==> src/rtl/xdma_pkg.sv <==
// xdma_pkg
//   Types and helpers shared by the XDMA write-path blocks.
//   - xdma_req_t / xdma_rsp_t : default reqrsp request/response structs
//   - arb_state_e             : write burst arbiter FSM states
//   - beat_cnt_t              : 9-bit beat counter used to police burst length
//   - wrapInc                 : index increment with wrap at a given count
package xdma_pkg;

  localparam int unsigned AddrWidth = 32;
  localparam int unsigned DataWidth = 32;
  localparam int unsigned StrbWidth = DataWidth / 8;

  typedef struct packed {
    logic                 q_valid;
    logic                 p_ready;
    logic [AddrWidth-1:0] addr;
    logic                 write;
    logic [3:0]           amo;
    logic [DataWidth-1:0] data;
    logic [StrbWidth-1:0] strb;
    logic [2:0]           size;
  } xdma_req_t;

  typedef struct packed {
    logic                 q_ready;
    logic                 p_valid;
    logic [DataWidth-1:0] data;
    logic                 error;
  } xdma_rsp_t;

  typedef enum logic {
    ArbIdle,
    ArbLocked
  } arb_state_e;

  typedef logic [8:0] beat_cnt_t;

  localparam beat_cnt_t BeatCntMax = 9'h1FF;

  function automatic int unsigned wrapInc(input int unsigned idx, input int unsigned n);
    return (idx + 32'd1 >= n) ? 32'd0 : idx + 32'd1;
  endfunction

endpackage

==> src/rtl/xdma_rr_pick.sv <==
// xdma_rr_pick
//   Combinational round-robin pick: returns the first asserted bit of valid_i
//   at or after rr_ptr_i, searching upward and wrapping at NumInp.
//   Ports:
//     valid_i     in   NumInp  request valid vector
//     rr_ptr_i    in   IdxW    index that has priority this cycle
//     gnt_o       out  IdxW    picked index (rr_ptr_i when nothing is valid)
//     any_valid_o out  1       at least one valid bit is set
module xdma_rr_pick #(
  parameter int unsigned NumInp = 2,
  localparam int unsigned IdxW  = $clog2(NumInp)
) (
  input  logic [NumInp-1:0] valid_i,
  input  logic [IdxW-1:0]   rr_ptr_i,
  output logic [IdxW-1:0]   gnt_o,
  output logic              any_valid_o
);

  int unsigned cand;

  // Walk the inputs starting at the pointer; the first hit wins. The wrap is a
  // conditional subtract so NumInp need not be a power of two.
  always_comb begin
    gnt_o       = rr_ptr_i;
    any_valid_o = 1'b0;
    cand        = 32'd0;
    for (int unsigned off = 0; off < NumInp; off++) begin
      cand = 32'(rr_ptr_i) + off;
      if (cand >= NumInp) begin
        cand = cand - NumInp;
      end
      if (!any_valid_o && valid_i[cand[IdxW-1:0]]) begin
        any_valid_o = 1'b1;
        gnt_o       = cand[IdxW-1:0];
      end
    end
  end

endmodule

==> src/rtl/xdma_write_burst_arbiter.sv <==
// xdma_write_burst_arbiter
//   Shares one reqrsp write port between NumInp AXI write adapters. Grants are
//   round-robin and locked for a whole burst; the lock is released when the
//   last beat is accepted or when a burst reaches MaxBeats without a last.
//   Ports:
//     clk_i       in   1              clock
//     rst_ni      in   1              asynchronous active-low reset
//     in_req_i    in   NumInp x req   requests from the adapters
//     in_last_i   in   NumInp         last-beat flags, qualified by q_valid
//     in_rsp_o    out  NumInp x rsp   responses to the adapters (q_ready only)
//     out_req_o   out  req            arbitrated request to the datapath
//     out_last_o  out  1              last flag of the forwarded beat
//     out_rsp_i   in   rsp            response from the datapath
//     grant_idx_o out  IdxW           current or held grant index
//     busy_o      out  1              locked, or any adapter requesting
//     burst_err_o out  1              one-cycle pulse on burst overlength
module xdma_write_burst_arbiter
  import xdma_pkg::*;
#(
  parameter int unsigned NumInp   = 2,
  parameter int unsigned MaxBeats = 256,
  parameter type reqrsp_req_t     = xdma_req_t,
  parameter type reqrsp_rsp_t     = xdma_rsp_t,
  localparam int unsigned IdxW    = $clog2(NumInp)
) (
  input  logic              clk_i,
  input  logic              rst_ni,
  input  reqrsp_req_t       in_req_i [NumInp],
  input  logic [NumInp-1:0] in_last_i,
  output reqrsp_rsp_t       in_rsp_o [NumInp],
  output reqrsp_req_t       out_req_o,
  output logic              out_last_o,
  input  reqrsp_rsp_t       out_rsp_i,
  output logic [IdxW-1:0]   grant_idx_o,
  output logic              busy_o,
  output logic              burst_err_o
);

  arb_state_e        state_q, state_d;
  logic [IdxW-1:0]   rr_ptr_q, rr_ptr_d;
  logic [IdxW-1:0]   gnt_q, gnt_d;
  beat_cnt_t         beat_cnt_q, beat_cnt_d;

  logic [NumInp-1:0] inValid;
  logic [IdxW-1:0]   pickIdx;
  logic              pickAny;
  logic [IdxW-1:0]   selIdx;
  logic              selActive;
  logic [IdxW-1:0]   nextPtr;
  logic              accept;
  logic              overLen;
  logic              unusedRspBits;

  for (genvar i = 0; i < NumInp; i++) begin : gen_valid
    assign inValid[i] = in_req_i[i].q_valid;
  end

  xdma_rr_pick #(
    .NumInp(NumInp)
  ) u_rr_pick (
    .valid_i    (inValid),
    .rr_ptr_i   (rr_ptr_q),
    .gnt_o      (pickIdx),
    .any_valid_o(pickAny)
  );

  // While locked the held index is the only candidate, even with its valid low.
  always_comb begin
    if (state_q == ArbLocked) begin
      selIdx    = gnt_q;
      selActive = 1'b1;
    end else begin
      selIdx    = pickIdx;
      selActive = pickAny;
    end
  end

  // Mux the selected request out and route q_ready back to it alone. Valid and
  // ready are masked by rst_ni so no beat can be exchanged while in reset.
  always_comb begin
    out_req_o = '0;
    if (selActive) begin
      out_req_o = in_req_i[selIdx];
    end
    out_req_o.q_valid = selActive & rst_ni & in_req_i[selIdx].q_valid;
    out_req_o.p_ready = 1'b1;
    out_last_o        = in_last_i[selIdx] & out_req_o.q_valid;
    for (int i = 0; i < NumInp; i++) begin
      in_rsp_o[i]         = '0;
      in_rsp_o[i].q_ready = rst_ni & selActive & (selIdx == IdxW'(i)) & out_rsp_i.q_ready;
    end
  end

  assign accept      = out_req_o.q_valid & out_rsp_i.q_ready;
  assign overLen     = accept & ~out_last_o &
                       (({1'b0, beat_cnt_q} + 10'd1) == 10'(MaxBeats));
  assign nextPtr     = IdxW'(wrapInc(32'(selIdx), NumInp));
  assign grant_idx_o = selIdx;
  assign busy_o      = (state_q == ArbLocked) | (|inValid);

  // Write-only path: the datapath's response payload is intentionally dropped.
  assign unusedRspBits = ^{out_rsp_i.p_valid, out_rsp_i.data, out_rsp_i.error};

  always_comb begin
    state_d     = state_q;
    rr_ptr_d    = rr_ptr_q;
    gnt_d       = gnt_q;
    beat_cnt_d  = beat_cnt_q;
    burst_err_o = 1'b0;
    case (state_q)
      ArbIdle: begin
        if (pickAny) begin
          if (accept && (out_last_o || overLen)) begin
            rr_ptr_d    = nextPtr;
            beat_cnt_d  = '0;
            burst_err_o = overLen;
          end else if (accept) begin
            state_d    = ArbLocked;
            gnt_d      = selIdx;
            beat_cnt_d = 9'd1;
          end else begin
            // Not accepted yet: lock now so the presented request stays put.
            state_d    = ArbLocked;
            gnt_d      = selIdx;
            beat_cnt_d = '0;
          end
        end
      end
      ArbLocked: begin
        if (accept) begin
          if (out_last_o || overLen) begin
            state_d     = ArbIdle;
            rr_ptr_d    = nextPtr;
            beat_cnt_d  = '0;
            burst_err_o = overLen;
          end else if (beat_cnt_q != BeatCntMax) begin
            beat_cnt_d = beat_cnt_q + 9'd1;
          end
        end
      end
      default: state_d = ArbIdle;
    endcase
  end

  always_ff @(posedge clk_i or negedge rst_ni) begin
    if (!rst_ni) begin
      state_q    <= ArbIdle;
      rr_ptr_q   <= '0;
      gnt_q      <= '0;
      beat_cnt_q <= '0;
    end else begin
      state_q    <= state_d;
      rr_ptr_q   <= rr_ptr_d;
      gnt_q      <= gnt_d;
      beat_cnt_q <= beat_cnt_d;
    end
  end

endmodule

==> config.mk <==
export PLATFORM = sky130hd
export DESIGN_NAME = xdma_write_burst_arbiter
export DESIGN_NICKNAME = d
export VERILOG_FILES = /design/src/rtl/xdma_pkg.sv /design/src/rtl/xdma_rr_pick.sv /design/src/rtl/xdma_write_burst_arbiter.sv
export SDC_FILE = /design/constraint.sdc
export NUM_CORES = 1
export LEC_CHECK = 0
export CAP_MARGIN = 20
export CORE_AREA = 8 8 129 131
export DETAILED_ROUTE_END_ITERATION = 10
export DIE_AREA = 0 0 137 139
export PLACE_DENSITY = 0.68
export SKIP_LAST_GASP = 1
export SLEW_MARGIN = 20
export SYNTH_ARGS = -nofsm -noshare
export SYNTH_HDL_FRONTEND = slang
export SYNTH_HIERARCHICAL = 1
export SYNTH_SLANG_ARGS = --single-unit
==> constraint.sdc <==
create_clock -name clk_i -period 5 [get_ports clk_i]
set_input_delay 0.75 -clock clk_i [delete_from_list [all_inputs] [get_ports clk_i]]
set_output_delay 0.75 -clock clk_i [all_outputs]
set_load 0.02 [all_outputs]
After elaboration in Yosys (flattened, before gate mapping)

Index checks and enable logic that the tools add are counted.

Bits of input ports: 195
Word-level logic and storage cells: 89
Output and inout bits: 152
Register bits: 12

Reduce and logical (&&, ||, !) cells: 8
Bitwise gates (word level): 16
$lt $le $gt $ge: 7
Equal/unequal tests: 7
$add $sub $neg: 6
Multiplexer cells: 41

Operator list:

| kind                   | count |
|---|---|
| $mux W78               | 3 |
| $mux W76               | 1 |
| $mux W9                | 4 |
| $mux W1                | 29 |
| $pmux W9 S2            | 1 |
| $add A9 B1 Y10 const B | 1 |
| $and A1 B1 Y1          | 10 |
| $eq A10 B9 Y1 const B  | 1 |
| $add A9 B1 Y9 const B  | 1 |
| $ne A9 B9 Y1 const B   | 1 |
| $ge A2 B2 Y1 const B   | 3 |
| $lt A1 B2 Y1 const B   | 3 |
| $pmux W1 S2            | 3 |
| $reduce_and A3 Y1      | 2 |
| $add A1 B1 Y2 const B  | 2 |
| $ne A2 B1 Y1 const B   | 2 |
| $ne A2 B2 Y1 const B   | 2 |
| $not A1 Y1             | 4 |
| $reduce_and A4 Y1      | 1 |
| $ne A3 B1 Y1 const B   | 1 |
| $ge A1 B2 Y1 const B   | 1 |
| $logic_and A1 B1 Y1    | 2 |
| $not A1 Y2             | 1 |
| $reduce_or A2 Y1       | 1 |
| 4 further kinds        | 5 |

Depth between registers and ports, before layout

Depth in word-level cells: 23
Gate-level depth with buffers: 9
Mapped depth without buffers: 9

By module

Netlist, hierarchy kept.

Modules (own cells, without submodules):

| module                   | instances | seq. area each (um^2) | cells an instance | area an instance (um^2) |
|---|---|---|---|---|
| xdma_write_burst_arbiter | 1         | 300.3                 | 436               | 2,511.2 |
| xdma_rr_pick             | 1         | 0.0                   | 3                 | 21.3 |

Worst setup path after synthesis

No wires, ideal clock.

Path kind: in2out
From: input in_req_i[155] (netlist name)
To: output burst_err_o
Stages: 8
Path slack: 1.775 ns
Data arrival time: 2.475 ns
Required time: 4.250 ns
Buffers on the path: 0
Path through: inv_1 -> maj3_2 -> mux2i_4 -> inv_2 -> nor2_1 -> o221ai_1 -> or3_1 -> nor2_1

Cells in the longest elaborated chain, start to end: 21
Elaborated cells on any way between the ends: 32
Those cells by class: mux: 20; bitwise: 8; reduce/logical: 4

RTL lines:

| item                                        | line                                                             | source |
|---|---|---|
| from (decl)                                 | xdma_write_burst_arbiter.sv:28                                   | `input reqrsp_req_t in_req_i [NumInp],` |
| $mux W1 (not written as such) (2 in series) | xdma_rr_pick.sv:32                                               | `if (!any_valid_o && valid_i[cand[IdxW-1:0]]) begin` |
| $mux W1                                     | xdma_rr_pick.sv:32                                               |  |
| $logic_not A1 Y1                            | xdma_rr_pick.sv:32                                               |  |
| $logic_and A1 B1 Y1                         | xdma_rr_pick.sv:32                                               |  |
| $mux W1 *                                   | xdma_rr_pick.sv:32                                               |  |
| net pickIdx                                 | xdma_write_burst_arbiter.sv:45                                   | `logic [IdxW-1:0] pickIdx;` |
| $mux W1 *                                   | xdma_write_burst_arbiter.sv:69                                   | `if (state_q == ArbLocked) begin` |
| $not A1 Y2 (not written as such)            | xdma_write_burst_arbiter.sv:85                                   | `out_req_o.q_valid = selActive & rst_ni & in_req_i[selIdx].q_valid;` |
| [... 4 more ...]                            | n/a                                                              |  |
| $and A1 B1 Y1                               | xdma_write_burst_arbiter.sv:87                                   | `out_last_o = in_last_i[selIdx] & out_req_o.q_valid;` |
| $not A1 Y1                                  | xdma_write_burst_arbiter.sv:95                                   | `assign overLen = accept & ~out_last_o &` |
| $and A1 B1 Y1 (2 in series)                 | xdma_write_burst_arbiter.sv:95                                   |  |
| $logic_or A1 B1 Y1                          | xdma_write_burst_arbiter.sv:113, xdma_write_burst_arbiter.sv:131 |  |
| $logic_and A1 B1 Y1                         | xdma_write_burst_arbiter.sv:113                                  | `if (accept && (out_last_o \|\| overLen)) begin` |
| $mux W1                                     | xdma_write_burst_arbiter.sv:113                                  |  |
| $mux W1                                     | xdma_write_burst_arbiter.sv:112                                  | `if (pickAny) begin` |
| $pmux W1 S2 *                               | xdma_write_burst_arbiter.sv:110                                  | `case (state_q)` |
| to (decl)                                   | xdma_write_burst_arbiter.sv:36                                   | `output logic burst_err_o` |

The timed path passes the listed nets; every way through them passes the cells marked *. The select of a mux whose other input is x is not followed.

==> impl_metrics.json <==
{
  "outcome": "completed",
  "synth_warnings": 6,
  "clk_pin_slew_ns": 0.04,
  "whs_path_depth": 1,
  "antenna_found_initial": 0,
  "tns_ns": 0,
  "drt-total-wl_mm": 12.6,
  "cpMaxStageDelayCell": "clkdlybuf4s50_1",
  "cpPeakStageDelay_ns": 0.65,
  "htreeDepth": 1,
  "vdd_drop_max_v": 0.000285,
  "post-cts-setup-buffer-count": 0,
  "synthFlopType": "dfrtp_1",
  "skew_ns": 0.00177,
  "drt-wirelength-per-cell_um": 14.8,
  "drv_cap": 0,
  "cts_tree": "built",
  "finalNetCount": 859,
  "holdBufCountCts": 0,
  "synth-seq-cells": 12,
  "crit_path_cell_trace": "clkdlybuf4s50_1 > inv_1 > maj3_2 > mux2i_4 > buf_4 > buf_4 > nand2_1 > a21oi_1 > clkdlybuf4s50_1",
  "numCtsBuffers": 3,
  "setup_violations": 0,
  "std_cell_rows": 45,
  "place.gp.congestion": 0.813,
  "grt_pass1_wl_mm": 18.7,
  "yosysSeqAreaShare_pct": 11.9,
  "fmax_mhz": 221,
  "start_kind": "input pin",
  "power.leakage_nw": 2.13,
  "r2r_end": "rr_ptr_q",
  "synth_area_per_cell_um2": 5.77,
  "crit_arrival_ns": 3.77,
  "multi_input_area_um2": 1840,
  "synthCells": 439,
  "drt-pass1-iter-count": 4,
  "drive_gt1_share_pct": 3.18,
  "place_area_um2": 4860,
  "reg2regPathDepth": 9,
  "min_to": "rr_ptr_q",
  "synth-edff-count": 0,
  "num_vias": 3465,
  "min-delay-start": "rr_ptr_q",
  "cts_resized": 0,
  "root_buffer": "clkbuf_16",
  "antenna_left": 0,
  "die_w_um": 137,
  "cts_buffer_depth": 2,
  "rsz0062_at_grt": "false",
  "core_area_um2": 14800,
  "crit_fanout": 41,
  "async_flop_share_pct": 100,
  "io_buffers": 241,
  "vias_per_cell": 4.09,
  "die_h_um": 139,
  "max_slew.worst_pin.slew_ns": 0.764,
  "worstSetupPathType": "in2out",
  "grt_pass1_vias": 3369,
  "end_kind": "output port",
  "finalCritPeriodShare_pct": 90.4,
  "hold_violations": 0,
  "cts_sinks": 12,
  "area_growth_pct": 95.6,
  "pin_count": 347,
  "hpwl_mm": 10.2,
  "slew_violations": 0,
  "synth.distinct_cells": 40,
  "insertion_delay_ns": 0.24,
  "hp-class": "reg2reg",
  "post-route-min-period_ns": 4.52,
  "start_util_pct": 17.2,
  "r2r-start": "beat_cnt_q[0]",
  "whs_ns": 0.533,
  "worstPathRequired_ns": 4.25,
  "r2r_slack_ns": 2.25,
  "power.density_nw_per_um2": 415,
  "grt-ovfl-total": 0,
  "final_area_um2": 4950,
  "antenna-diode-count": 0,
  "seq_area_um2": 300,
  "netlist_area_um2": 2530,
  "route.detailed.drc": 0,
  "die_area_um2": 19000,
  "grt.total_usage_pct": 11.9,
  "grt_max_degree": 42,
  "nFillCells": 1586,
  "drtIter0Drc": 103,
  "relSlewSlack_pct": 48.6
}
[critical path, delay by kind of cell]
kind,cells,cell delay (ns)
buffers and inverters,5,2.14
adders and majority gates,1,0.32
muxes,1,0.20
AOI/OAI and AO/OA,1,0.20
and+or+nand+nor,1,0.10
[registers in the layout (all words and copies together), names as in the netlist]
| register | flops |
|---|---|
| gnt_q | 1 |
| state_q | 1 |
| rr_ptr_q | 1 |
| beat_cnt_q | 9 |
[per-layer routing]
metal  part of all wire, %  vias up  wire (um)  track usage (%)
li1                      -     1751          -                -
met2                    49      172       6160             21.2
met1                    41     1533       5150             14.5
met4                  0.62        0         78             1.77
met3                   9.5        9       1200             2.50
met5                     0        -          0                0
[report_power, final]
| part | switching, mW | total (mW) | internal [mW] |
|---|---|---|---|
| registers | 0.0374 | 0.158 | 0.121 |
| logic | 0.958 | 1.73 | 0.772 |
| clock network | 0.0453 | 0.166 | 0.121 |
| total | 1.04 | 2.05 | 1.01 |
[logic make-up after synthesis]
logic type	after synthesis	synth area share, %
compound gates	104	23.3
buf+inv	104	25.7
other cells	2	0.297
mux	6	3.01
fa+ha+maj	4	1.93
flops	12	11.9
xor+xnor	3	1.04
simple gates	204	32.9
[layout make-up]
type | instances | area share (%)
multi-input combinational | 390 | 37.2
sequential | 12 | 6.06
inverter | 6 | 0.455
tap | 188 | 4.75
timing repair buffer | 248 | 49.8
clock buffer | 4 | 1.79
[how the worst max path moves through the flow]
stage,slack (ns),end,depth (start not counted),from
2_1_floorplan,1.77,burst_err_o,8,in_req_i[155]
3_3_place_gp,0.48,out_req_o[62],9,in_req_i[155]
3_5_place_dp,0.49,out_req_o[62],9,in_req_i[155]
4_1_cts,0.46,out_req_o[62],9,in_req_i[155]
5_1_grt,0.26,out_req_o[0],9,in_req_i[155]
6_report,0.48,out_req_o[62],9,in_req_i[155]
[cell usage in the layout, fill, tap and decap left out, types with 2 or more instances in the layout]
master and n:
inv_1 5, nor2_1 15, dfrtp_1 12, nor2b_1 2, mux2i_1 2, conb_1 69
nand2_1 158, buf_4 7, or3_1 2, clkbuf_16 3, and3_1 2, ha_1 3
nor3_1 2, mux2_2 3, a41oi_1 2, clkdlybuf4s50_1 241, nand3_1 8, a22o_1 4
xor2_1 2, nand4_1 2, nor3b_1 3, o21ai_1 3, nor4_1 5, o21ai_0 7
a21oi_1 78, or2_2 2, a21o_1 4
[cell usage after synthesis (2+ instances only)]
cell      number  area, um2
a21o_1         4       30.0
a21oi_1       78        390
a22o_1         4       35.0
a41oi_1        2       17.5
and3_1         2       12.5
buf_1          3       11.3
buf_4         69        518
clkbuf_1      25       93.8
conb_1         2       7.51
dfrtp_1       12        300
ha_1           3       37.5
inv_1          5       18.8
mux2_2         3       33.8
mux2i_1        2       20.0
nand2_1      158        593
nand3_1        8       40.0
nand4_1        2       12.5
nor2_1        16       60.1
nor2b_1        2       12.5
nor3_1         2       10.0
nor3b_1        3       22.5
nor4_1         5       31.3
o21ai_0        7       35.0
o21ai_1        3       15.0
or2_2          2       12.5
or3_1          2       12.5
xor2_1         2       17.5
[per-stage QoR]
stage | utilization [%] | cells | power (mW) | setup WS (ns)
floorplan | - | 506 | 1.13 | 1.77
global placement | 33.0 | 844 | 1.91 | 0.476
detailed placement | 33.0 | 844 | 1.91 | 0.489
CTS | 33.6 | 848 | 2.09 | 0.461
global route | 33.6 | 848 | 2.21 | 0.263
finish | 33.6 | 848 | 2.05 | 0.482
No activity file was read; power rests on OpenSTA's default activity.
